==> src/rtl/bit_arb_pkg.sv <==
// bit_arb_pkg: shared state encoding and defaults for the bit write arbiter
package bit_arb_pkg;

   localparam int N_DEFAULT = 4;

   typedef enum logic [1:0] {
      IDLE  = 2'd0,
      WRITE = 2'd1,
      DONE  = 2'd2
   } state_t;

endpackage

==> src/rtl/bit_write_arbiter_cell.sv <==
// bit_cell: enable D flip-flop holding the shared bit, async reset to 0
module bit_cell (
   input  logic clk,
   input  logic reset,
   input  logic we,
   input  logic d,
   output logic q
);

   // capture d only on write-enabled edges, otherwise hold
   always_ff @(posedge clk or posedge reset) begin
      if (reset) q <= 1'b0;
      else if (we) q <= d;
   end

endmodule

==> src/rtl/bit_write_arbiter.sv <==
// bit_write_arbiter: round-robin sequencer granting one-cycle writes to a shared bit cell
module bit_write_arbiter
   import bit_arb_pkg::*;
#(
   parameter int N   = N_DEFAULT,
   parameter int IDW = $clog2(N)
) (
   input  logic           clk,
   input  logic           reset,
   input  logic [N-1:0]   req,
   input  logic [N-1:0]   din,
   output logic [N-1:0]   ack,
   output logic           we,
   output logic           wdata,
   output logic [IDW-1:0] grant_id,
   output logic           busy,
   output logic           q
);

   localparam logic [N-1:0]   ONE  = N'(1);
   localparam logic [IDW-1:0] LAST = IDW'(N - 1);

   state_t           state_q;
   logic [IDW-1:0]   ptr_q;
   logic [IDW-1:0]   gid_q;
   logic             wdata_q;
   logic [2*N-1:0]   dbl;
   logic [N-1:0]     rot;
   logic [IDW-1:0]   enc;
   logic [IDW:0]     sum;
   logic [IDW-1:0]   win;

   // rotate requests so ptr sits at bit 0, pick lowest set bit, then rotate the index back
   always_comb begin
      dbl = {req, req} >> ptr_q;
      rot = dbl[N-1:0];
      enc = '0;
      for (int i = N - 1; i >= 0; i--)
         if (rot[i]) enc = IDW'(i);
      sum = {1'b0, ptr_q} + {1'b0, enc};
      win = (sum >= (IDW+1)'(N)) ? IDW'(sum - (IDW+1)'(N)) : IDW'(sum);
   end

   // IDLE -> WRITE -> DONE sequencer; winner and its data are frozen at grant
   always_ff @(posedge clk or posedge reset) begin
      if (reset) begin
         state_q <= IDLE;
         ptr_q   <= '0;
         gid_q   <= '0;
         wdata_q <= 1'b0;
      end else begin
         case (state_q)
            IDLE:
               if (|req) begin
                  gid_q   <= win;
                  wdata_q <= din[win];
                  state_q <= WRITE;
               end
            WRITE: state_q <= DONE;
            DONE: begin
               ptr_q   <= (gid_q == LAST) ? '0 : gid_q + IDW'(1);
               state_q <= IDLE;
            end
            default: state_q <= IDLE;
         endcase
      end
   end

   assign we       = (state_q == WRITE);
   assign ack      = (state_q == DONE) ? (ONE << gid_q) : '0;
   assign busy     = (state_q != IDLE);
   assign grant_id = gid_q;
   assign wdata    = wdata_q;

   bit_cell u_cell (
      .clk   (clk),
      .reset (reset),
      .we    (we),
      .d     (wdata_q),
      .q     (q)
   );

endmodule

==> config.mk <==
export PLATFORM = sky130hd
export DESIGN_NAME = bit_write_arbiter
export DESIGN_NICKNAME = d
export VERILOG_FILES = /design/src/rtl/bit_arb_pkg.sv /design/src/rtl/bit_write_arbiter_cell.sv /design/src/rtl/bit_write_arbiter.sv
export SDC_FILE = /design/constraint.sdc
export NUM_CORES = 1
export LEC_CHECK = 0
export BUFFER_PORTS_ARGS = -buffer_cell sky130_fd_sc_hd__buf_4
export CAP_MARGIN = 30
export CORE_MARGIN = 2
export CORE_UTILIZATION = 50
export DETAILED_ROUTE_END_ITERATION = 10
export GPL_TIMING_DRIVEN = 0
export PLACE_DENSITY = 0.88
export SLEW_MARGIN = 20
export SYNTH_ARGS = -nofsm -noshare
export SYNTH_HDL_FRONTEND = slang
export SYNTH_SLANG_ARGS = --single-unit
==> constraint.sdc <==
create_clock -name clk -period 2.75 [get_ports clk]
set_input_delay 0.1375 -clock clk [delete_from_list [all_inputs] [get_ports clk]]
set_output_delay 0.1375 -clock clk [all_outputs]
set_load 0.01 [all_outputs]
Yosys cells after proc, flatten, opt, wreduce, memory -nomap -nowiden:

Cells that the tools add are included.

* $add $sub $neg: 3
* order comparisons: 2
* eq/ne operators: 4
* shift-type cells: 2
* multiplexer cells: 11
* reductions and logical operators: 4

Operators with widths (number)
* two-way mux 2 bit: 7
* >> shifter 8 x 2 -> 4 bit: 1
* equality test 2 bit (second input constant): 2
* two-way mux 4 bit: 1
* case mux 2 bit (2 select lines): 1
* OR reduction 4 bit: 1
* << shifter 1 x 2 -> 4 bit (first input constant): 1
* adder 2 x 2 -> 3 bit: 1
* greater-or-equal comparator 3 bit (second input constant): 1
* less-than comparator 2 x 3 -> 1 bit (second input constant): 1
* adder 2 x 1 -> 2 bit (second input constant): 1
* binary-select mux 1 bit (select 2 bit): 1
* equality test 2 x 1 -> 1 bit (second input constant): 1
* zero test 2 bit: 1
* != test 2 bit (second input constant): 1
* AND reduction 2 bit: 1
* nonzero test 2 bit: 1
* subtractor 2 x 1 -> 2 bit (second input constant): 1
* two-way mux 1 bit: 1

* register bits after elaboration: 8
* input bits: 10
* output and inout bits: 10
* word-level logic and storage cells: 31

Logic depth before layout (Yosys ltp):

* depth after elaboration: 10
* gate-level depth with buffers: 11
* depth with buffers taken out: 10

Hierarchy:

From an unflattened synthesis, not the netlist that was laid out.

* cells, all modules: 73
* area total of the unflattened synthesis: 648.1 um^2

Modules (own cells, without submodules)
* bit_write_arbiter: instances 1, cells each 70, area each 604.3 um^2, sequential area each 175.2 um^2
* bit_cell: instances 1, cells each 3, area each 43.8 um^2, sequential area each 25.0 um^2

Worst setup path after synthesis:

OpenSTA, ideal clock, no wires.

* path kind: register -> register
* start: register ptr_q[0]
* end: register wdata_q (netlist: wdata)
* setup time: 0.128 ns
* arrival time: 1.747 ns
* required time: 2.622 ns
* path slack: 0.875 ns
* cell stages (with the launch flop): 12
* path buffers: 1
* period minus slack after synthesis: 1.875 ns
* path through: dfrtp_1 -> clkbuf_2 -> inv_1 -> nand2_1 -> o22ai_1 -> o21ai_0 -> o221ai_1 -> ha_1 -> mux2i_1 -> nor3_1 -> mux2i_1 -> nand3_1

* cells in the longest elaborated chain, start to end: 10
* elaborated cells on any way between the ends: 11
* classes of those cells: add/sub: 2; order compare: 1; shift: 1; mux: 7

RTL lines
* start, declared: line bit_write_arbiter.sv:24 `logic [IDW-1:0] ptr_q;`
* start signal, assigned: line bit_write_arbiter.sv:61 `ptr_q <= (gid_q == LAST) ? '0 : gid_q + IDW'(1);`
* >> shifter 8 x 2 -> 4 bit: line bit_write_arbiter.sv:35 `dbl = {req, req} >> ptr_q;`
* two-way mux 2 bit (4 in a row): line bit_write_arbiter.sv:39 `if (rot[i]) enc = IDW'(i);`
* adder 2 x 2 -> 3 bit *: line bit_write_arbiter.sv:40 `sum = {1'b0, ptr_q} + {1'b0, enc};`
* named net sum[0]: line bit_write_arbiter.sv:30 `logic [IDW:0] sum;`
* greater-or-equal comparator 3 bit / subtractor 2 x 1 -> 2 bit (equally long branches): line bit_write_arbiter.sv:41 `win = (sum >= (IDW+1)'(N)) ? IDW'(sum - (IDW+1)'(N)) : IDW'(sum);`
* two-way mux 2 bit *: line bit_write_arbiter.sv:41
* binary-select mux 1 bit (select 2 bit) *: line bit_write_arbiter.sv:56 `wdata_q <= din[win];`
* two-way mux 1 bit (not written as such) *: line bit_write_arbiter.sv:56
* end signal, assigned: line bit_write_arbiter.sv:56
* end, declared: line bit_write_arbiter.sv:26 `logic wdata_q;`

Mark *: on every way through the listed nets, which the timed path passes. The rest lies on a longest branch. The select of a mux whose other input is x is not followed.
A chain may end at the register's enable or synchronous reset.

Final worst setup path:

Ends and elaborated chain as after synthesis.

==> impl_results.md <==
* Status: finished, final reports clean
* Reg2reg path depth at 11
* Number of nets in the synthesized netlist at 88
* Primary flip-flop cell chosen by synthesis mapping: sky130_fd_sc_hd__dfrtp_1
* Starting Density at 0.523
* Largest net degree at the start of global routing at 10
* Layout cell share with drive strength beyond 1 at 0.326
* Portion of synthesized cell area occupied by the leading cell type at 0.298
* Netlist cell types at 27
* Drt via density at approximately 5.3
* Hold endpoint: wdata$_DFFE_PP0P_
* Routed wirelength normalized by instance count at roughly 12 µm
* Launch point of the worst hold path: din[0]
* Final standard cell area without fillers at 858 µm²
* Sequential element share of the synthesized area at 0.298
* Total leakage power at 0.431 nW
* Area enclosed by the die boundary at 1650 µm²
* Worst Setup Start Kind: register
* Setup crit end kind: register
* Post-synthesis instance total at 73
* CP dominant cell by count: sky130_fd_sc_hd__mux2i_1
* Required time of the critical path at 2.87 ns
* Post-route DRC violation count at 0
* Mean post-synth cell area at just over 9 µm²
* Number of violations reported at the end of detailed-routing iteration 0 at 14
* Final clock skew at 0.00386 ns
* Post-route minimum period at 2.14 ns
* Hold Crit Class: primary input to register
* Slew Viols, Final at 0
* Cell with the most instances after synthesis: sky130_fd_sc_hd__nand2_1
* Number of enable-type register cells in the synthesized netlist at 0
* Number of antenna repair diodes at 0
* RePlAce Congestion at between 0.7 and 0.8
* Reg2Reg Launch Point: ptr_q[0]$_DFFE_PP0P_
* RSZ-0062 raised after global routing: false
* Number of global-route vias before repair at 526
* Clock latency on the worst-skew pair at 0.25 ns
* CTS H-tree lvls at 1
* Ys async rst share at 1.00
* Library cell occupying the most area in the post-synthesis netlist: sky130_fd_sc_hd__dfrtp_1
* Die H at 40.7 µm
* Wire length of the first global-routing pass at 2.06 mm
* Worst path cell trace: clkbuf_2, inv_1, nand2_1, o22ai_1, o21ai_0, o221ai_1, ha_1, mux2i_1, nor3_1, mux2i_1, nand3_1
* Worst-path fanout max at 8
* Hold path depth at 5
* Worst flop-to-flop path endpoint: wdata$_DFFE_PP0P_
* Delay of the slowest cell on the worst path at 0.38 ns
* Number of placed I/O pins at 20
* Headroom to the max-slew limit at 0.768
* Post-Synthesis Cell Area at 672 µm²
* Total iterations of the first detailed-routing run at 4
* CORE AREA at ~1300 µm²
* Post_cts resized at 0
* Final hold viol count at 0
* Final standard cell count with taps included and fillers excluded at 110
* Aggregate global-route resource usage at 0.185
* Number of nets in the final layout at 112
* Total power after layout at 924 µW
* Total via count in the routed design at 588
* Num rows at 13
* Critical path launch point: ptr_q[0]$_DFFE_PP0P_
* Growth of design area from synthesis to finish at 27.7%
* Hpwl dp at 1.03 mm
* Measured slew at the worst slew-check pin at 0.347 ns
* X dimension of the die at 40.7 µm
* Total wirelength of the detailed-routed design at 1.30 mm
* Post-route setup TNS at 0 ns
* Top cell types by occurrence after synthesis: sky130_fd_sc_hd__nand2_1 (9), sky130_fd_sc_hd__dfrtp_1 (8), sky130_fd_sc_hd__mux2i_1 (6)
* Share of the clock period used by the worst path after layout at 0.780
* Number of antenna violations at the first check in global routing at 0
* Yosys reg bits at 8
* Count of synthesis-stage warnings from yosys at 0
* CTS tree: built
* Largest vdd supply drop at 695 µV
* Peak Freq at 466 MHz
* Number of clock sinks seen by CTS at 8
* Pwr dens at roughly 1100 nW/µm²
* Worst R2R Setup Slack at slightly above 0.6 ns
* Antenna-violating nets left at 0
* Startpoint-to-endpoint class of the critical path: register to register
* Remaining Overflow, GRT at 0
* Count of maximum capacitance violations at 0
* Placed cell count at 106
* Slowest cell on the critical path: sky130_fd_sc_hd__ha_1
* Final number of setup-violating endpoints at 0
* Number of buffers added by the clock tree synthesis step at 3
* Synth top area cells: sky130_fd_sc_hd__dfrtp_1 (30%), sky130_fd_sc_hd__ha_1 (9.3%), sky130_fd_sc_hd__mux2i_1 (8.9%)
* Root buf cell: sky130_fd_sc_hd__clkbuf_4
* Area post-placement at between 800 and 900 µm²
* Arrival time at the worst endpoint at 2.27 ns
* Number of buffers on the longest clock path at 2
* Count of port buffers added during placement at 18
* Clock-pin slew on the worst setup and hold paths at 0.05 ns
[flip-flops by register name, indices dropped and copies added, names as in the netlist]
name and cells:
grant_id 2, ptr_q 2, state_q 2, u_cell.q 1, wdata 1
[power breakdown]
group	switching [mW]	leakage (nW)	total (mW)	internal (mW)
sequential	0.0494	0.0979	0.229	0.179
clock	0.0375	0.0138	0.0873	0.0498
combinational	0.313	0.319	0.608	0.295
total	0.399	0.431	0.924	0.524
[cells in the final DEF, fill, tap and decap left out, drive strengths merged, types with 2 or more instances in the layout]
cell	Yosys	layout
and2	4	4
buf	2	20
clkbuf	1	4
dfrtp	8	8
ha	5	5
inv	5	5
mux2	2	2
mux2i	6	6
nand2	9	9
nor2	3	3
nor2b	3	3
nor3	5	5
o21ai	6	6
o221ai	2	2
xnor2	2	2
[how the worst max path moves through the flow]
stage | slack [ns] | to
6_report | 0.61 | wdata$_DFFE_PP0P_
3_5_place_dp | 0.64 | wdata$_DFFE_PP0P_
5_1_grt | 0.33 | wdata$_DFFE_PP0P_
2_1_floorplan | 0.87 | wdata$_DFFE_PP0P_
3_3_place_gp | 0.68 | wdata$_DFFE_PP0P_
4_1_cts | 0.62 | wdata$_DFFE_PP0P_
[metal layers]
| metal | vias up | global-route usage | routed length (µm) |
|---|---|---|---|
| li1 | 299 | - | - |
| met1 | 274 | 0.202 | 522 |
| met2 | 15 | 0.369 | 729 |
| met3 | 0 | 0.0326 | 50 |
| met4 | 0 | 0.0250 | 0 |
| met5 | - | 0 | 0 |
[critical path, delay by kind of cell, from the launching register on]
family                     cells  cell delay (ns)
muxes                          2             0.40
adders and majority gates      1             0.38
DFF                            1             0.35
AOI/OAI and AO/OA              3             0.35
buffers and inverters          2             0.30
and+or+nand+nor                3             0.23
[cell type report]
type | instances | area, µm²
Buffer | 3 | 27.5
Multi-Input combinational cell | 57 | 425
Inverter | 5 | 18.8
Sequential cell | 8 | 200
Clock buffer | 3 | 22.5
Fill cell | 103 | 427
Timing Repair Buffer | 19 | 145
Tap cell | 15 | 18.8
[through the flow]
step / util / hold slack [ns] / setup WS (ns)
after floorplan: - / -0.0468 / 0.875
after detailed placement: 0.643 / 0.101 / 0.637
after global routing: 0.668 / 0.411 / 0.327
after CTS: 0.668 / 0.372 / 0.623
after global placement: 0.643 / 0.0946 / 0.682
final: 0.668 / 0.371 / 0.606
[logic make-up after synthesis]
family                   count (synthesis)  share of synthesized area
AO/OA/AOI/OAI                           11                      0.136
XOR/XNOR                                 3                     0.0391
adder cells (fa/ha/maj)                  5                     0.0931
buffers and inverters                    8                     0.0689
flip-flops                               8                      0.298
multiplexers                             8                      0.123
AND/OR/NAND/NOR                         30                      0.242
[repair_timing]
| action | in CTS | in global routing |
|---|---|---|
| buffers inserted | 0 | 0 |
| hold buffers | 1 | 0 |
| hold endpoints to repair | 8 | 0 |
No activity file was read; power rests on OpenSTA's default activity.
